`config.mk`:
```
export PLATFORM = sky130hd
export DESIGN_NAME = axi_stripe_arbiter
export DESIGN_NICKNAME = d
export VERILOG_FILES = /design/src/rtl/axi_stripe_pkg.sv /design/src/rtl/axi_stripe_rr_pick.sv /design/src/rtl/sync_fifo.sv /design/src/rtl/axi_stripe_arbiter.sv
export SDC_FILE = /design/constraint.sdc
export NUM_CORES = 1
export LEC_CHECK = 0
export BUFFER_PORTS_ARGS = -buffer_cell sky130_fd_sc_hd__buf_2
export CORE_MARGIN = 5
export CORE_UTILIZATION = 44
export DETAILED_ROUTE_END_ITERATION = 12
export PLACE_DENSITY_LB_ADDON = 0.05
export SLEW_MARGIN = 5
export SYNTH_ARGS = -nofsm -noshare
export SYNTH_HDL_FRONTEND = slang
export SYNTH_SLANG_ARGS = --single-unit
```
`constraint.sdc`:
```
create_clock -name axi_clk -period 2.96 [get_ports axi_clk]
set_clock_uncertainty 0.1 [all_clocks]
set_input_delay 0.296 -clock axi_clk [delete_from_list [all_inputs] [get_ports axi_clk]]
set_output_delay 0.296 -clock axi_clk [all_outputs]
set_load 0.03 [all_outputs]
```
`src/rtl/axi_stripe_pkg.sv`:
```
// Shared types and constants for the striped-subordinate arbiter slice.
package axi_stripe_pkg;

  typedef enum logic {
    GRANT_IDLE = 1'b0,
    GRANT_HELD = 1'b1
  } grant_state_e;

  localparam logic [1:0] CHANNEL_IDLE = 2'b00;
  localparam int unsigned STATS_CNT_W = 16;

endpackage

```
`src/rtl/axi_stripe_rr_pick.sv`:
```
// Combinational rotate-priority picker: first valid index at or above ptr, wrapping mod NUM_M.
module axi_stripe_rr_pick #(
  parameter int unsigned NUM_M = 2
) (
  input  logic [NUM_M-1:0]         valid,
  input  logic [$clog2(NUM_M)-1:0] ptr,
  output logic                     found,
  output logic [$clog2(NUM_M)-1:0] id
);

  localparam int unsigned M_BITS = $clog2(NUM_M);

  always_comb begin
    found = 1'b0;
    id    = '0;
    for (int unsigned off = 0; off < NUM_M; off++) begin
      if (!found && valid[(32'(ptr) + off) % NUM_M]) begin
        found = 1'b1;
        id    = M_BITS'((32'(ptr) + off) % NUM_M);
      end
    end
  end

endmodule

```
`src/rtl/sync_fifo.sv`:
```
// Synchronous first-word-fall-through FIFO; depth 2**ADDR_SIZE, active-low sync reset.
module sync_fifo #(
  parameter int unsigned DATA_WIDTH = 8,
  parameter int unsigned ADDR_SIZE  = 2
) (
  input  logic                  clk,
  input  logic                  rst_n,
  input  logic                  wr_en,
  input  logic [DATA_WIDTH-1:0] wr_data,
  input  logic                  rd_en,
  output logic [DATA_WIDTH-1:0] rd_data,
  output logic                  empty,
  output logic                  full
);

  localparam int unsigned DEPTH = 1 << ADDR_SIZE;

  logic [DATA_WIDTH-1:0] mem [DEPTH];
  logic [ADDR_SIZE:0]    wr_ptr;
  logic [ADDR_SIZE:0]    rd_ptr;
  logic                  do_wr;
  logic                  do_rd;

  assign do_wr   = wr_en && !full;
  assign do_rd   = rd_en && !empty;
  assign empty   = (wr_ptr == rd_ptr);
  // Extra pointer bit separates the wrapped-full case from empty.
  assign full    = (wr_ptr[ADDR_SIZE] != rd_ptr[ADDR_SIZE]) &&
                   (wr_ptr[ADDR_SIZE-1:0] == rd_ptr[ADDR_SIZE-1:0]);
  assign rd_data = mem[rd_ptr[ADDR_SIZE-1:0]];

  always_ff @(posedge clk) begin
    if (!rst_n) begin
      wr_ptr <= '0;
      rd_ptr <= '0;
    end else begin
      if (do_wr) wr_ptr <= wr_ptr + 1'b1;
      if (do_rd) rd_ptr <= rd_ptr + 1'b1;
    end
  end

  always_ff @(posedge clk) begin
    if (do_wr) mem[wr_ptr[ADDR_SIZE-1:0]] <= wr_data;
  end

endmodule

```
`src/rtl/axi_stripe_arbiter.sv`:
```
// Round-robin arbiter sharing the stripe router among NUM_M managers, with in-order response owner tracking.
// Optional AXI_STRIPE_ARB_STATS_EN adds per-manager saturating accept counters on grant_cnt.
module axi_stripe_arbiter
  import axi_stripe_pkg::*;
#(
  parameter int unsigned NUM_M          = 2,
  parameter int unsigned AXI_ADDR_WIDTH = 20,
  parameter int unsigned OUTSTANDING    = 4
) (
  input  logic                            axi_clk,
  input  logic                            axi_resetn,
  input  logic [NUM_M-1:0]                mgr_avalid,
  input  logic [NUM_M*AXI_ADDR_WIDTH-1:0] mgr_addr,
  output logic [NUM_M-1:0]                mgr_accepted,
  output logic                            sub_avalid,
  output logic [AXI_ADDR_WIDTH-1:0]       sub_addr,
  input  logic                            req_accepted,
  input  logic                            resp_accepted,
  output logic                            resp_valid,
  output logic [$clog2(NUM_M)-1:0]        resp_mgr,
  output logic                            full
`ifdef AXI_STRIPE_ARB_STATS_EN
  ,
  output logic [NUM_M*STATS_CNT_W-1:0]    grant_cnt
`endif
);

  localparam int unsigned M_BITS = $clog2(NUM_M);
  localparam int unsigned A_SIZE = $clog2(OUTSTANDING);
  localparam int unsigned CNT_W  = A_SIZE + 1;

  grant_state_e               state_q, state_d;
  logic [M_BITS-1:0]          grant_id_q, grant_id_d;
  logic [M_BITS-1:0]          rr_ptr_q, rr_ptr_d;
  logic [AXI_ADDR_WIDTH-1:0]  addr_q, addr_d;
  logic [CNT_W-1:0]           outstanding_q, outstanding_d;
  logic [AXI_ADDR_WIDTH-1:0]  mgr_addr_arr [NUM_M];
  logic [M_BITS-1:0]          pick_ptr;
  logic [M_BITS-1:0]          pick_id;
  logic                       pick_found;
  logic                       accept_now;
  logic                       resp_now;
  logic                       cap_ok;
  logic                       fifo_empty;
  logic                       fifo_full;
  logic                       fifo_push;

  always_comb begin
    for (int unsigned i = 0; i < NUM_M; i++) begin
      mgr_addr_arr[i] = mgr_addr[i*AXI_ADDR_WIDTH +: AXI_ADDR_WIDTH];
    end
  end

  assign sub_avalid = (state_q == GRANT_HELD);
  assign sub_addr   = addr_q;
  assign accept_now = req_accepted && sub_avalid;
  assign resp_valid = !fifo_empty;
  assign resp_now   = resp_accepted && resp_valid;
  assign full       = (outstanding_q == CNT_W'(OUTSTANDING));
  assign fifo_push  = accept_now && !fifo_full;

  // Re-grant in the accept cycle scans from the post-accept pointer so back-to-back grants rotate.
  always_comb begin
    pick_ptr = rr_ptr_q;
    if (accept_now) begin
      pick_ptr = (grant_id_q == M_BITS'(NUM_M - 1)) ? '0 : grant_id_q + M_BITS'(1);
    end
  end

  assign cap_ok = (32'(outstanding_q) + 32'(accept_now) - 32'(resp_now)) < OUTSTANDING;

  axi_stripe_rr_pick #(
    .NUM_M (NUM_M)
  ) u_pick (
    .valid (mgr_avalid),
    .ptr   (pick_ptr),
    .found (pick_found),
    .id    (pick_id)
  );

  always_comb begin
    state_d       = state_q;
    grant_id_d    = grant_id_q;
    addr_d        = addr_q;
    rr_ptr_d      = pick_ptr;
    outstanding_d = outstanding_q + CNT_W'(accept_now) - CNT_W'(resp_now);
    mgr_accepted  = '0;
    if (accept_now) mgr_accepted[grant_id_q] = 1'b1;

    if (state_q == GRANT_HELD && !accept_now) begin
      state_d = GRANT_HELD;
    end else if (pick_found && cap_ok) begin
      state_d    = GRANT_HELD;
      grant_id_d = pick_id;
      addr_d     = mgr_addr_arr[pick_id];
    end else begin
      state_d = GRANT_IDLE;
    end
  end

  always_ff @(posedge axi_clk) begin
    if (!axi_resetn) begin
      state_q       <= GRANT_IDLE;
      grant_id_q    <= '0;
      rr_ptr_q      <= '0;
      addr_q        <= '0;
      outstanding_q <= '0;
    end else begin
      state_q       <= state_d;
      grant_id_q    <= grant_id_d;
      rr_ptr_q      <= rr_ptr_d;
      addr_q        <= addr_d;
      outstanding_q <= outstanding_d;
    end
  end

  sync_fifo #(
    .DATA_WIDTH (M_BITS),
    .ADDR_SIZE  (A_SIZE)
  ) u_id_fifo (
    .clk     (axi_clk),
    .rst_n   (axi_resetn),
    .wr_en   (fifo_push),
    .wr_data (grant_id_q),
    .rd_en   (resp_now),
    .rd_data (resp_mgr),
    .empty   (fifo_empty),
    .full    (fifo_full)
  );

`ifdef AXI_STRIPE_ARB_STATS_EN
  logic [STATS_CNT_W-1:0] cnt_q [NUM_M];

  always_ff @(posedge axi_clk) begin
    if (!axi_resetn) begin
      for (int unsigned i = 0; i < NUM_M; i++) cnt_q[i] <= '0;
    end else if (accept_now && cnt_q[grant_id_q] != '1) begin
      cnt_q[grant_id_q] <= cnt_q[grant_id_q] + 1'b1;
    end
  end

  always_comb begin
    for (int unsigned i = 0; i < NUM_M; i++) begin
      grant_cnt[i*STATS_CNT_W +: STATS_CNT_W] = cnt_q[i];
    end
  end
`endif

endmodule
```
[After elaboration in Yosys (flattened, before gate mapping)]
Memories as Yosys holds them, arrays and structs flattened. A register that Yosys moved wholly into a read port is not among the register bits.
Cells that the tools add are included.
Operators by class
  add/subtract/negate cells: 8
  $lt $le $gt $ge: 6
  equality and inequality tests: 4
  mux-type cells: 22
  bitwise operators: 2
  reductions and logical operators: 15
Operators by type and width (number)
  $mux W20: 3
  $lt A32 B3 Y1 const B: 1
  $mux W1: 15
  $logic_and A1 B1 Y1: 10
  $add A3 B1 Y3 const B: 2
  $lt A1 B2 Y1 const B: 3
  $mux W2: 3
  $sub A4 B1 Y5: 1
  $add A3 B1 Y4: 1
  $logic_not A1 Y1: 4
  $add A3 B1 Y3: 1
  $eq A3 B3 Y1: 1
  $eq A3 B3 Y1 const B: 1
  $sub A3 B1 Y3: 1
  $add A1 B1 Y1 const B: 2
  $eq A2 B2 Y1: 1
  $ge A2 B2 Y1 const B: 1
  $not A1 Y2: 1
  $reduce_and A2 Y1: 1
  $demux W1 S1: 1
  $ge A1 B1 Y1 const B: 1
  $ne A1 B1 Y1: 1
  $not A1 Y1: 1
Word-level totals
  register bits: 32
  memory bits (writable): 4
  bits of input ports: 46
  word-level logic and storage cells: 65
  memories kept: 1
Memories
  u_id_fifo.mem: depth 4, width 1, rd ports 1, clocked after memory_dff 1, write ports 1, RTL line sync_fifo.sv:18  | logic [DATA_WIDTH-1:0] mem [DEPTH];

[Longest topological paths before layout]
  word-level depth: 13
  mapped depth: 14
  gate-level depth less buffers: 13

[By module]
From an unflattened synthesis, not the netlist that was laid out.
Unflattened totals
  cells, all modules: 217
  area, all modules: 2129.5 um^2
By module, submodules not included
  axi_stripe_arbiter: times used 1, cells each 137, area each 1373.8 um^2, sequential area each 520.5 um^2
  sync_fifo: times used 1, cells each 77, area each 738.2 um^2, sequential area each 280.3 um^2
  axi_stripe_rr_pick: times used 1, cells each 3, area each 17.5 um^2, sequential area each 0.0 um^2

[Worst setup path after synthesis]
Ideal clock, no wire load.
  kind: register -> register
  start: register u_id_fifo.wr_ptr[0]
  end: register addr_q[0] (netlist: sub_addr[0])
  arrival time: 2935 ps
  setup slack: -191 ps
  stages on the path, launching flop included: 14
  buffers on the path: 1
  path through: dfxtp_1 xnor2_1 nand3b_1 nand2_1 inv_1 ha_1 inv_1 ha_1 and3b_1 or4_1 o2111a_2 and2_4 buf_6 o211a_1
On the way
  cells in the longest elaborated chain, start to end: 7
Ends and longest elaborated chain
  start: declaration: RTL line sync_fifo.sv:19  | logic [ADDR_SIZE:0] wr_ptr;
  start signal: assignment: RTL line sync_fifo.sv:37  | if (do_wr) wr_ptr <= wr_ptr + 1'b1;
  $eq A3 B3 Y1: RTL line sync_fifo.sv:26  | assign empty = (wr_ptr == rd_ptr);
  $logic_not A1 Y1: RTL line axi_stripe_arbiter.sv:57  | assign resp_valid = !fifo_empty;
  net resp_valid: RTL line axi_stripe_arbiter.sv:19  | output logic resp_valid,
  $logic_and A1 B1 Y1: RTL line axi_stripe_arbiter.sv:58  | assign resp_now = resp_accepted && resp_valid;
  $sub A4 B1 Y5: RTL line axi_stripe_arbiter.sv:70  | assign cap_ok = (32'(outstanding_q) + 32'(accept_now) - 32'(resp_now)) < OUTSTANDING;
  $lt A32 B3 Y1: RTL line axi_stripe_arbiter.sv:70
  $logic_and A1 B1 Y1: RTL line axi_stripe_arbiter.sv:92  | end else if (pick_found && cap_ok) begin
  $reduce_and A2 Y1 (no source line)
  end signal: assignment: RTL line axi_stripe_arbiter.sv:112  | addr_q <= addr_d;
  end: declaration: RTL line axi_stripe_arbiter.sv:35  | logic [AXI_ADDR_WIDTH-1:0] addr_q, addr_d;
The timed path passes the listed nets, and every way through them passes these cells.
A chain may end at the register's enable or synchronous reset.

[Final worst setup path]
  start: register u_id_fifo.rd_ptr[2]
  end: register addr_q[19] (netlist: sub_addr[19])
On the way
  cells in the longest elaborated chain, start to end: 7
Ends and longest elaborated chain
  start: declaration: RTL line sync_fifo.sv:20  | logic [ADDR_SIZE:0] rd_ptr;
  start signal: assignment: RTL line sync_fifo.sv:38  | if (do_rd) rd_ptr <= rd_ptr + 1'b1;
  $eq A3 B3 Y1: RTL line sync_fifo.sv:26
  $logic_not A1 Y1: RTL line axi_stripe_arbiter.sv:57
  $logic_and A1 B1 Y1: RTL line axi_stripe_arbiter.sv:58
  $sub A4 B1 Y5: RTL line axi_stripe_arbiter.sv:70
  $lt A32 B3 Y1: RTL line axi_stripe_arbiter.sv:70
  $logic_and A1 B1 Y1: RTL line axi_stripe_arbiter.sv:92
  $reduce_and A2 Y1 (no source line)
Every way passes these cells.

==> results.md <==
- Outcome: complete, no violations
- Inserted Clock Buffers: 5
- Layout cells sized above 1: 41.8%
- Setup Total Neg Slack: 0 ns
- Residual DRC: 0
- Num rows: 24
- Initial DRC count: 36
- WS Path Type: reg2reg
- Max-Cap Viols: 0
- Crit-path cells: xor2_2 > nand3b_1 > nand2_1 > inv_2 > ha_4 > inv_2 > ha_4 > fa_2 > xnor2_2 > o22ai_2 > o2111a_2 > buf_6 > buf_6 > nand3_2 > o211a_1
- VDD IR max: about 0.00044 V
- Total number of vias: 1,609
- H-tree Lvls: 2
- Final min period: 2.91 ns
- Top_reg_cell synth: dfxtp_1
- Post-route antenna net violation count: 0
- Slew HR: 45.9%
- Yosys top cell by area: dfxtp_1
- Most frequent cells after synthesis: dfxtp_1, nand3_1, mux2i_1, o211a_1, ha_1
- Root Buffer: clkbuf_8
- Largest net degree at the start of global routing: 26
- Final Core Density: 59.6%
- CP delay by family, top: adder cells
- Io pins: 72
- RD Place Congestion: 0.761
- Worst-path fanout max: 5
- Yosys reg bits: 38
- First-pass GRT wire length: 6530 µm
- Initial antenna violation count: 0
- Synth cell types: 35
- Hpwl dp: 3080 µm
- Cell area after synthesis: 0.00191 mm²
- Layout fillers: 386
- Area of the multi-input gates: 0.00110 mm²
- Critical path required time: 3.04 ns
- Clock-pin slew on the worst setup and hold paths: 0.07 ns
- CP max stage cell: fa_2
- Vias in the first global route: 1,437
- Die Width: between 70 and 80 µm
- Leak: 1.42 nW
- Fin. Hold Viols: 0
- Area Growth Syn to Fin: 33.3%
- Number of synthesized flops with an enable pin: 4
- Initial core utilization: between 40% and 50%
- Synth area leaders: dfxtp_1, mux2i_1, o211a_1, ha_1, edfxtp_1
- Clock Latency Late Sink: 0.28 ns
- Max incr delay on CP: 0.38 ns
- Top-area cell type share of the netlist area: 35.7%
- Post-synth ARST share: 0%
- Routed wire length: between 4000 and 5000 µm
- Die Span Y: 75.8 µm
- Final non-filler cell total: 315
- Total power: 0.00267 W
- Buf/Inv on CP: 4
- Synth Warn #: 0
- Number of port buffers: 71
- DRT Pass-1 Iters: 4
- Core ar.: between 0.004 and 0.005 mm²
- Fin. max-slew vios: 0
- Crit start category: flip-flop
- Grt total ovfl: 0
- Cell Pwr Density: 1050 mW/mm²
- Setup crit end kind: flip-flop
- Post-Syn Area per Cell: ~10 µm²
- Placed cell count: 300
- Final setup fails: 0
- Die area: 0.00575 mm²
- FF/Latch Area: around 800 µm²
- Via density: 5.11
- Synth Instances: 182
- Crit path DAT: 2.99 ns
- Actual slew at the worst max-slew pin: 0.809 ns
- Drt wl/cell: 13.9 µm
- Clock Sinks: 38
- Max Freq: 344 MHz
- GRT Overall Usage: 14.6%
- Hold crit path type: in2reg
- Nets: 320
- Net count after synthesis: 240
- Sequential-to-total area share from yosys stat: roughly two fifths
- Clock Path Buffers: 2
- Ant diodes: 0
- RSZ-0062 raised after global routing: true
- Final period utilization: 98.3%
- TritonCTS clock tree: done
- Count leader, synth: dfxtp_1
flip-flops by register name (all words and copies together), names as in the netlist, named ones only:
name and flops:
grant_id_q 1, outstanding_q 3, rr_ptr_q 1, sub_addr 20, sub_avalid 1, u_id_fifo.mem 4
u_id_fifo.rd_ptr 3, u_id_fifo.wr_ptr 3
where the power goes:
part / switching, W / internal (W)
logic: 0.000858 / 0.000724
clock network: 0.000169 / 0.000162
registers: 0.0000871 / 0.000668
total: 0.00111 / 0.00155
cell type report:
| type | count | share of cell area (%) |
|---|---|---|
| Sequential cell | 38 | 31.8 |
| Multi-Input combinational cell | 126 | 43.5 |
| Clock inverter | 2 | 0.345 |
| Timing Repair Buffer | 81 | 17.5 |
| Clock buffer | 6 | 2.86 |
| Inverter | 10 | 1.48 |
| Tap cell | 52 | 2.56 |
metrics by stage:
| stage | cell area (µm²) | setup slack, ns | hold slack (ns) |
|---|---|---|---|
| floorplan | 1920 | -0.0714 | 0.318 |
| global placement | 2320 | 0.112 | 0.377 |
| detailed placement | 2320 | 0.0651 | 0.380 |
| CTS | 2400 | 0.0516 | 0.221 |
| global route | 2540 | -0.101 | 0.256 |
| finish | 2540 | 0.0497 | 0.226 |
worst paths after layout:
kind / start / endpoint / slack, ns / cells after the start
worst min register to register: sub_addr[19] / sub_addr[19] / 0.39 / 1
worst max register to register: u_id_fifo.rd_ptr[2] / sub_addr[19] / 0.05 / 15
worst max-delay path: u_id_fifo.rd_ptr[2] / sub_addr[19] / 0.05 / 15
worst min-delay path: resp_accepted / u_id_fifo.rd_ptr[1] / 0.23 / 3
timing repair:
item	in CTS	in global routing
resized for setup	0	18
setup endpoints to repair	0	21
hold buffers	0	0
setup buffers	0	4
hold endpoints to repair	0	0
tightest hold or removal path: cells and delay by family:
| kind | cells | cell delay (ns) |
|---|---|---|
| buf+inv | 1 | 0.11 |
| simple gates | 1 | 0.07 |
| compound gates | 1 | 0.07 |
cell usage in the layout, fill, tap and decap left out, drive strengths merged, types with 2 or more instances in the layout:
master,netlist,routed
clkinv,1,3
nand2,5,5
dfxtp,34,34
o2111a,1,2
mux2i,20,20
and2,8,9
xor2,3,3
inv,9,9
nand3,22,22
buf,8,81
nor2,8,8
o211a,20,20
xnor2,5,5
nand3b,2,2
and3b,2,2
o31ai,2,2
clkbuf,2,6
ha,11,11
edfxtp,4,4
a21oi,4,4
logic make-up (layout without fill, tap and decap cells):
group | count (synthesis) | after routing | synth area share [%]
buffers and inverters | 20 | 99 | 4.99
adder cells (fa/ha/maj) | 12 | 12 | 8.27
flip-flops | 38 | 38 | 42.0
multiplexers | 21 | 21 | 11.7
AND/OR/NAND/NOR | 51 | 52 | 14.2
XOR/XNOR | 8 | 8 | 3.67
AO/OA/AOI/OAI | 32 | 33 | 15.2
routing by layer:
metal  routed length (µm)  part of all wire [%]  GRT usage [%]
met1                 1910                    44           19.3
met2                 2100                    48           22.8
met3                  334                   7.6           4.62
met4                   40                  0.91           4.66
met5                    0                     0              0
No activity file was read; power rests on OpenSTA's default activity.
